===== src/rtl/fixed_gain_stage.sv =====
// Two-stage streaming gain: S1 captures sample+gain, S2 multiplies, saturates and holds the output beat.
// Optional CLIP_COUNT_EN adds a saturating 16-bit count of clipped output beats on port clip_count.
module fixed_gain_stage #(
    parameter int fractional_size = 12,
    parameter int operand_size    = 32
) (
    input  logic                    clk,
    input  logic                    rst_n,
    input  logic [operand_size-1:0] gain_in,
    input  logic                    gain_load,
    input  logic [operand_size-1:0] in_data,
    input  logic                    in_valid,
    output logic                    in_ready,
    output logic [operand_size-1:0] out_data,
    output logic                    out_valid,
    input  logic                    out_ready,
    output logic                    out_clip
`ifdef CLIP_COUNT_EN
    ,
    output logic [15:0]             clip_count
`endif
);

    localparam int W  = operand_size;
    localparam int PW = 2 * operand_size;
    localparam logic [W-1:0] MAX_C   = {1'b0, {(W-1){1'b1}}};
    localparam logic [W-1:0] MIN_C   = {1'b1, {(W-1){1'b0}}};
    localparam logic [W-1:0] UNITY_C = {{(W-1){1'b0}}, 1'b1} << fractional_size;

    // Full-precision signed product realigned to the Q format of the operands.
    function automatic logic signed [PW-1:0] fixed_multiply(
        input logic [W-1:0] a,
        input logic [W-1:0] b
    );
        logic signed [PW-1:0] a_ext;
        logic signed [PW-1:0] b_ext;
        logic signed [PW-1:0] full;
        a_ext = $signed({{W{a[W-1]}}, a});
        b_ext = $signed({{W{b[W-1]}}, b});
        full  = a_ext * b_ext;
        return full >>> fractional_size;
    endfunction

    logic [W-1:0]          gain_r;
    logic                  s1_valid_r;
    logic [W-1:0]          s1_data_r;
    logic [W-1:0]          s1_gain_r;
    logic                  s1_adv_s;
    logic                  s2_adv_s;
    logic signed [PW-1:0]  prod_s;
    logic [W:0]            prod_top_s;
    logic [W-1:0]          sat_data_s;
    logic                  sat_clip_s;

    assign s2_adv_s = !out_valid || out_ready;
    assign s1_adv_s = !s1_valid_r || s2_adv_s;
    assign in_ready = s1_adv_s;

    // Multiply the S1 operands and clamp to the representable range.
    always_comb begin
        prod_s     = fixed_multiply(s1_data_r, s1_gain_r);
        prod_top_s = prod_s[PW-1:W-1];
        sat_data_s = prod_s[W-1:0];
        sat_clip_s = 1'b0;
        if ((&prod_top_s) || !(|prod_top_s)) begin
            sat_data_s = prod_s[W-1:0];
            sat_clip_s = 1'b0;
        end else if (prod_s[PW-1]) begin
            sat_data_s = MIN_C;
            sat_clip_s = 1'b1;
        end else begin
            sat_data_s = MAX_C;
            sat_clip_s = 1'b1;
        end
    end

    // Gain register; a sample accepted this cycle already latched the old value into S1.
    always_ff @(posedge clk or negedge rst_n) begin
        if (!rst_n) begin
            gain_r <= UNITY_C;
        end else if (gain_load) begin
            gain_r <= gain_in;
        end else begin
            gain_r <= gain_r;
        end
    end

    // Stage 1: capture the sample together with the gain in force at transfer time.
    always_ff @(posedge clk or negedge rst_n) begin
        if (!rst_n) begin
            s1_valid_r <= 1'b0;
            s1_data_r  <= {W{1'b0}};
            s1_gain_r  <= UNITY_C;
        end else if (s1_adv_s) begin
            s1_valid_r <= in_valid;
            if (in_valid) begin
                s1_data_r <= in_data;
                s1_gain_r <= gain_r;
            end else begin
                s1_data_r <= s1_data_r;
                s1_gain_r <= s1_gain_r;
            end
        end else begin
            s1_valid_r <= s1_valid_r;
        end
    end

    // Stage 2: registered output beat, frozen while downstream stalls.
    always_ff @(posedge clk or negedge rst_n) begin
        if (!rst_n) begin
            out_valid <= 1'b0;
            out_data  <= {W{1'b0}};
            out_clip  <= 1'b0;
        end else if (s2_adv_s) begin
            out_valid <= s1_valid_r;
            if (s1_valid_r) begin
                out_data <= sat_data_s;
                out_clip <= sat_clip_s;
            end else begin
                out_data <= out_data;
                out_clip <= 1'b0;
            end
        end else begin
            out_valid <= out_valid;
        end
    end

`ifdef CLIP_COUNT_EN
    // Count clipped beats as they leave; sticks at all-ones.
    always_ff @(posedge clk or negedge rst_n) begin
        if (!rst_n) begin
            clip_count <= 16'h0000;
        end else if (out_valid && out_ready && out_clip && (clip_count != 16'hFFFF)) begin
            clip_count <= clip_count + 16'd1;
        end else begin
            clip_count <= clip_count;
        end
    end
`endif

endmodule

===== config.mk =====
export PLATFORM = sky130hd
export DESIGN_NAME = fixed_gain_stage
export DESIGN_NICKNAME = d
export VERILOG_FILES = /design/src/rtl/fixed_gain_stage.sv
export SDC_FILE = /design/constraint.sdc
export NUM_CORES = 2
export LEC_CHECK = 0
export CAP_MARGIN = 20
export CORE_MARGIN = 5
export CORE_UTILIZATION = 55
export DETAILED_ROUTE_END_ITERATION = 8
export DONT_BUFFER_PORTS = 1
export PLACE_DENSITY_LB_ADDON = 0.12
export SLEW_MARGIN = 5
export SYNTH_ARGS = -nofsm -noshare
export SYNTH_HDL_FRONTEND = slang
export SYNTH_SLANG_ARGS = --single-unit

===== constraint.sdc =====
create_clock -name clk -period 28.3 [get_ports clk]
set_input_delay 5.66 -clock clk [delete_from_list [all_inputs] [get_ports clk]]
set_output_delay 5.66 -clock clk [all_outputs]
set_load 0.02 [all_outputs]

==> flow_summary.ini <==
[placed_design]
dp_slack_ns = 16.62
routabilityCongestion = 0.943
dp.cells = 5213
portBuffers = 0
dpl.hpwl_um = 90000

[clock_network]
clk_pin_slew_ns = 0.08
post_cts_buffers = 0
cts_hold_buffers = 0
clock_path_buffers = 2
clkLatencyLatePin_ns = 0.49
cts_max_level = 4
cts.sinks = 131
cts.repair.resized = 0
clock-root-buffer = clkbuf_16
cts_tree = yes
cts_made_buffers = 17

[floorplanning]
rows = 101
die_w_um = 287
core_sq_um = 75900
fp.dieH_um = 287
io_pins = 104
die_area_sq_um = 82200
start_util_pct = 55.4

[cells_and_area]
final_layout_size_suffix_gt1_share_pct = 5.81
final_cells = 5250
fin_nets = 5535
area_growth_pct = 3.42
n_fill_cell = 6764
multi_input_area_sq_um = 34300
final_common_cell = fa_1
utilization_pct = 57.3
mostFrequentLayoutCells = fa_1 (1,081), inv_1 (926), nand2_1 (585)
regArea_sq_um = 3280

[synthesis]
synth_area_leaders = fa_1 (51%), inv_1 (8.3%), dfrtp_1 (7.7%)
netlist-cell-type-count = 78
synthCells = 4371
synth_ff_type = dfrtp_1
avgSynthCellArea_sq_um = 9.63
syn_nets = 5701
synth_edf_count = 0
syn_area_sq_um = 42100
synth_seq_cells = 131
ys.warnings.count = 0
yosysSeqAreaShare_pct = 7.79
synth_top_area_share_pct = 51.4
synthArstFlopShare_pct = 100
yosysTopAreaCell = fa_1

[critical_path]
worstPathRequired_ns = 22.64
path_max_fanout = 3
critPathSlowestCell = nand2_1
critical_path_class = in -> out
critPathTopFamily = simple AND/OR/NAND/NOR gates
cp.buffers_inverters = 0
worstSetupEndpointType = primary output
slowest_delay_ns = 0.24
crit_chain = nor2b_1 -> nand2_1
arrival_ns = 6.03
start_kind = input pin

[sta]
slew_headroom_pct = 29.2
finalHoldViolCount = 0
fmax_mhz = 85.6
finalSetupViolCount = 0
tns_ns = 0
finalMaxSlewViolations = 0
fin_ws_ns = 16.61
period_share_pct = 41.3
finalCriticalPeriod_ns = 11.69
clock_skew_ns = 0.0163
rsz0062_at_grt = false
tightest_slew_ns = 1.06

[route]
wire_per_inst_um = 21.1
routed_wl_um = 111000
ant_nets = 0
drc_errors = 0
drtIter0Drc = 1862
viasPerCell = 5.59
drt_pass1_iterations = 7
vias = 29300

[grt]
grt_max_degree = 132
grt_pass1_vias = 31800
antenna_found_initial = 1
track_usage_pct = 28.3
grt.overflow.total = 0
grt_pass1_wl_um = 180000

[status]
outcome = finished clean

[run]
max-cap-violations = 0

[worst_hold_path]
hold_class = reg -> reg
-- metal layers --
layer / track usage, % / vias to the layer above / routed length [um] / part of all wire [%]
li1: - / 12600 / - / -
met1: 37.7 / 15800 / 45200 / 41
met2: 49.3 / 787 / 57400 / 52
met3: 3.35 / 174 / 4700 / 4.2
met4: 8.36 / 0 / 3380 / 3.1
met5: 0 / - / 0 / 0
-- final timing paths --
kind                            slack [ns]         start  cells past startpoint       endpoint
min in group asynchronous             4.86         rst_n                      0      gain_r[5]
worst max-delay path                 16.61     out_ready                      2       in_ready
worst min register to register        0.50     gain_r[2]                      1   s1_gain_r[2]
worst min-delay path                  0.50     gain_r[2]                      1   s1_gain_r[2]
max in group asynchronous            23.19         rst_n                      0  s1_data_r[26]
worst max register to register       17.48  s1_gain_r[5]                     25    out_data[0]
-- cells in the mapped netlist, types with 23 or more instances --
cell type,number
fa_1,1081
inv_1,926
nand2_1,586
and2_1,479
clkbuf_1,224
ha_1,180
dfrtp_1,129
nor2_1,112
mux2_2,96
a21oi_1,85
o21ai_0,83
xnor2_1,36
nand4_1,31
o22ai_2,30
a21o_1,24
nand3_1,23
-- kinds of logic after synthesis --
logic type      synth area share, %
compound gates                 5.47
xor+xnor                       1.22
fa+ha+maj                      56.7
buf+inv                        10.7
flops                          7.79
mux                            2.69
simple gates                   15.4
-- through the flow --
step	hold WS [ns]	instance area [sq um]
after floorplan	0.448	42100
after global routing	0.514	43500
after detailed placement	0.480	42900
after CTS	0.497	43500
final	0.498	43500
after global placement	0.484	42900
-- sequential cells by signal, indices dropped and copies added (netlist names) --
name and count:
gain_r 32, out_clip 1, out_data 32, out_valid 1, s1_data_r 32, s1_gain_r 32
s1_valid_r 1
-- area by class of cell --
class / count / area share (%)
diodes: 2 / 0.0115
multi-input cells: 3064 / 78.9
clock inverters: 15 / 0.368
flip-flops and latches: 131 / 7.54
well taps: 1030 / 2.96
clock buffers: 17 / 0.977
repair buffers: 65 / 1.29
inverters: 926 / 7.98
Power is not shown: default switching activity piles up to over one toggle a cycle in this logic, so the estimate is an artifact.
